==> src/rtl/seq_programmer.sv <==
// rtl/seq_programmer.sv - captures a double-entered button code for seq_detecter.
// Optional idle abort timer enabled by defining SEQ_PROG_TIMEOUT_EN.
module seq_programmer #(
  parameter int                   SEQ_LEN      = 4,
  parameter logic [2*SEQ_LEN-1:0] DEFAULT_CODE = (2*SEQ_LEN)'(8'h1B),
  parameter int                   TIMEOUT_CYC  = 600000
) (
  input  logic                 clk,
  input  logic                 rst,
  input  logic                 prog,
  input  logic                 b1,
  input  logic                 b2,
  input  logic                 b3,
  input  logic                 check,
  output logic [2*SEQ_LEN-1:0] code,
  output logic                 code_upd,
  output logic                 error,
  output logic                 busy,
  output logic [1:0]           state_check
);

  localparam int            CW  = $clog2(SEQ_LEN + 1);
  localparam logic [CW-1:0] LEN = CW'(SEQ_LEN);

  if (SEQ_LEN < 2 || SEQ_LEN > 8) begin : g_bad_len
    $error("seq_programmer: SEQ_LEN must be 2..8");
  end
  if (TIMEOUT_CYC < 2) begin : g_bad_timeout
    $error("seq_programmer: TIMEOUT_CYC must be at least 2");
  end

  typedef enum logic [1:0] {IDLE = 2'b00, ENTER1 = 2'b01, ENTER2 = 2'b10, COMMIT = 2'b11} state_t;

  state_t               state, state_d;
  logic [CW-1:0]        cnt, cnt_d;
  logic [2*SEQ_LEN-1:0] shadow, shadow_d, code_d;
  logic                 match, match_d, upd_d, err_d;
  logic                 press, multi, timeout;
  logic [1:0]           sym;

  assign press = b1 | b2 | b3;
  assign multi = (b1 & b2) | (b1 & b3) | (b2 & b3);
  assign sym   = {b2 | b3, b1 | b3};

`ifdef SEQ_PROG_TIMEOUT_EN
  localparam int TW = $clog2(TIMEOUT_CYC + 1);
  logic [TW-1:0] timer, timer_d;

  always_comb begin
    timer_d = '0;
    if ((state == ENTER1 || state == ENTER2) && !(press || check || prog))
      timer_d = timer + 1'b1;
  end

  assign timeout = (timer == TW'(TIMEOUT_CYC - 1));

  always_ff @(posedge clk) begin
    if (rst)          timer <= '0;
    else if (timeout) timer <= '0;
    else              timer <= timer_d;
  end
`else
  assign timeout = 1'b0;
`endif

  always_comb begin
    state_d  = state;
    cnt_d    = cnt;
    shadow_d = shadow;
    match_d  = match;
    code_d   = code;
    upd_d    = 1'b0;
    err_d    = 1'b0;
    // COMMIT always lands the code; a prog arriving then still restarts entry.
    if (state == COMMIT) begin
      code_d  = shadow;
      upd_d   = 1'b1;
      state_d = IDLE;
    end
    if (prog) begin
      state_d  = ENTER1;
      cnt_d    = '0;
      shadow_d = '0;
    end else if (state == ENTER1 || state == ENTER2) begin
      if (multi || (press && check) || (press && cnt == LEN) || (check && cnt != LEN)) begin
        state_d = IDLE;
        err_d   = 1'b1;
      end else if (press) begin
        if (state == ENTER1) shadow_d[2*cnt +: 2] = sym;
        else if (sym != shadow[2*cnt +: 2]) match_d = 1'b0;
        cnt_d = cnt + 1'b1;
      end else if (check) begin
        cnt_d = '0;
        if (state == ENTER1) begin
          state_d = ENTER2;
          match_d = 1'b1;
        end else if (match) begin
          state_d = COMMIT;
        end else begin
          state_d = IDLE;
          err_d   = 1'b1;
        end
      end else if (timeout) begin
        state_d = IDLE;
        err_d   = 1'b1;
      end
    end
  end

  always_ff @(posedge clk) begin
    if (rst) begin
      state    <= IDLE;
      cnt      <= '0;
      shadow   <= '0;
      match    <= 1'b0;
      code     <= DEFAULT_CODE;
      code_upd <= 1'b0;
      error    <= 1'b0;
      busy     <= 1'b0;
    end else begin
      state    <= state_d;
      cnt      <= cnt_d;
      shadow   <= shadow_d;
      match    <= match_d;
      code     <= code_d;
      code_upd <= upd_d;
      error    <= err_d;
      busy     <= (state_d != IDLE);
    end
  end

  assign state_check = state;

endmodule

==> config.mk <==
export PLATFORM = sky130hd
export DESIGN_NAME = seq_programmer
export DESIGN_NICKNAME = d
export VERILOG_FILES = /design/src/rtl/seq_programmer.sv
export SDC_FILE = /design/constraint.sdc
export NUM_CORES = 1
export LEC_CHECK = 0
export BUFFER_PORTS_ARGS = -buffer_cell sky130_fd_sc_hd__buf_2
export CORE_ASPECT_RATIO = 0.9
export CORE_MARGIN = 10
export CORE_UTILIZATION = 50
export CTS_CLUSTER_DIAMETER = 100
export DETAILED_ROUTE_END_ITERATION = 6
export PLACE_DENSITY = 0.7
export SYNTH_ARGS = -nofsm -noshare
export SYNTH_HDL_FRONTEND = slang
export SYNTH_SLANG_ARGS = --single-unit
==> constraint.sdc <==
create_clock -name clk -period 3.13 [get_ports clk]
set_input_delay 0.1565 -clock clk [delete_from_list [all_inputs] [get_ports clk]]
set_output_delay 0.1565 -clock clk [all_outputs]
set_load 0.05 [all_outputs]
==> summary.txt <==
Max Fclk: 367.6 MHz
H-Tree Depth: 1
Relative slew slack: 62.85%
Count leader, synth: nor2_1
Post-CTS setup buffers: 0
Comb pwr share: 13.5%
DP Wirelength: 2315 um
Largest net degree at the start of global routing: 14
Clock latency at the later pin of the worst-skew pair: 0.32 ns
Initial antenna violation count: 0
Cell taking the most area after synthesis: dfxtp_1
Num CTS Buffers: 3
Critical path data arrival time: 2.92 ns
Area Overhead vs Synth: 9.019%
Num ports: 20
Area contributors post-synth: dfxtp_1, ha_1, mux2i_1, nor2_1, nor2b_1
Post-Syn Area: 1415 sq um
Clock power share: 26.3%
Starting Density: 51.93%
Sink Count: 25
Layout Skew: 0.003086 ns
Iteration-0 DRC Markers: 49
Post-synth top area share: 35.37%
Pwr Density: 351.8 nW/um^2
DR vias: 1137
Synth top cells by count: nor2_1, dfxtp_1, mux2i_1
Final hold vios: 0
Register area: 500.5 sq um
Post-synth cell types: 42
Clk slew on worst S/H paths: 0.13 ns
Synth Instances: 163
Flop pwr share: 60.1%
Area of the multi-input gates: 837.1 sq um
Final TNS setup: 0 ns
Syn_nets: 181
Startpoint types: flip-flop
# rows: 18
Chip Height: 70.47 um
Total power draw: 542.8 uW
Final nets: 197
Global route overflow: 0
Sequential cell area fraction in the yosys report: 35.37%
Worst slew pin tran: 0.5566 ns
Worst IR Drop VDD: 0.1788 mV
Die Span X: 76.08 um
Hold Crit Class: primary input to flip-flop
IO Port Bufs: 19
Crit path capture type: flip-flop
Post-CTS Resized: 0
Vias in the first global route: 1112
RSZ-0062 raised after global routing: false
Post-DP Area: 1516 sq um
Cell area after layout: 1543 sq um
Hold buffer count at cts: 0
Drt total wl: 3002 um
Filler Cell Count: 254
Crit path kind: flip-flop to flip-flop
CTS tree: yes
Post-route clock period utilization: 86.91%
GRT Overall Usage: 11.27%
Wire per inst: 13.77 um
# DRC: 0
Number of detailed-route iterations in the first pass: 4
Share of layout cells above drive strength 1: 17.42%
Root buf cell: clkbuf_4
Top_reg_cell synth: dfxtp_1
YS warnings: 0
Antenna diodes: 0
Crit path max fanout: 11
Required @ worst endpoint: 3.33 ns
CTS max path bufs: 2
First-pass GRT wire length: 5154 um
Leakage: 0.0005901 uW
Max_cap viols: 0
GPL Wtd Cong: 0.8474
Sw Share: 26.88%
Drt via density: 5.216
Fin util: 56.61%
Die area: 5361 sq um
Syn Area/Cell: 8.682 sq um
P_sw: 145.9 uW
Fin. max-slew vios: 0
Async SR Flop Fraction: 0%
Core Box Area: 2725 sq um
Setup violations, final: 0
Status: completed
Pint: 396.9 uW
Min Clock Period, post-route: 2.720 ns
Yosys reg bits: 25
Detail Route Antenna Nets: 0
Number of synthesized flops with an enable pin: 0
-- state kept, by name, indices dropped and copies added (netlist names) --
signal       flops
error            1
busy             1
match            1
shadow           8
state_check      2
code             8
code_upd         1
cnt              3
-- worst max-delay path, cell delays in order (launching register included) --
cell       delay (ns)
dfxtp_1          0.59
inv_1            0.18
ha_1             0.26
ha_1             0.22
nor2_1           0.21
a221oi_1         0.13
or3_1            0.45
a2111oi_0        0.45
nor4b_1          0.12
-- per-layer routing --
metal	share of wire [%]	up-vias	global-route usage (%)
li1	-	580	-
met1	48	532	13.78
met2	46	21	18.77
met3	4.5	4	3.197
met4	0.97	0	3.093
met5	0	-	0
-- final timing paths --
kind | startpoint | slack [ns] | cells past startpoint | to
setup / recovery | cnt[0] | 0.41 | 8 | match
hold reg to reg | code[7] | 0.51 | 2 | code[7]
hold / removal | prog | 0.10 | 3 | state_check[0]
setup reg to reg | cnt[0] | 0.41 | 8 | match
-- power groups by stage --
stage | clock (uW) | combinational (uW) | sequential [uW]
6_report | 143 | 73.4 | 326
5_1_grt | 162 | 81.3 | 327
4_1_cts | 150 | 73.3 | 326
3_5_place_dp | 0 | 72.8 | 333
3_3_place_gp | 0 | 71.6 | 333
2_1_floorplan | 0 | 47.3 | 344
-- stage by stage --
stage / hold WS, ns / std cells / worst slack (ns)
after floorplan: 0.2711 / 163 / 0.6459
after global placement: 0.4285 / 214 / 0.6808
after detailed placement: 0.4455 / 214 / 0.4892
after CTS: 0.1023 / 218 / 0.4470
after global routing: 0.1262 / 218 / 0.1342
final: 0.1017 / 218 / 0.4096
-- cells in the final DEF, fill, tap and decap left out, drive strengths merged, types with 2 or more instances in the layout --
master,count
nand2,7
buf,19
or3,2
mux2i,13
dfxtp,25
nand2b,4
nor2b,6
or2,5
nor2,29
o21ai,5
nor4b,2
ha,11
xnor2,2
a21oi,8
nor4,2
a211o,4
clkbuf,4
xor2,3
nor3b,3
inv,9
o22ai,2
-- layout make-up --
type	instances	share of cell area [%]
multi-input cells	121	54.26
clock buffers	4	1.703
well taps	40	3.244
inverters	9	2.190
repair buffers	19	6.164
flip-flops and latches	25	32.44
-- logic make-up after synthesis --
kind of cell | synth area share [%]
AO/OA/AOI/OAI | 13.26
XOR/XNOR | 3.626
adder cells (fa/ha/maj) | 9.726
buffers and inverters | 5.481
flip-flops | 35.37
multiplexers | 9.195
AND/OR/NAND/NOR | 23.34
(Power assumes the default switching activity.)
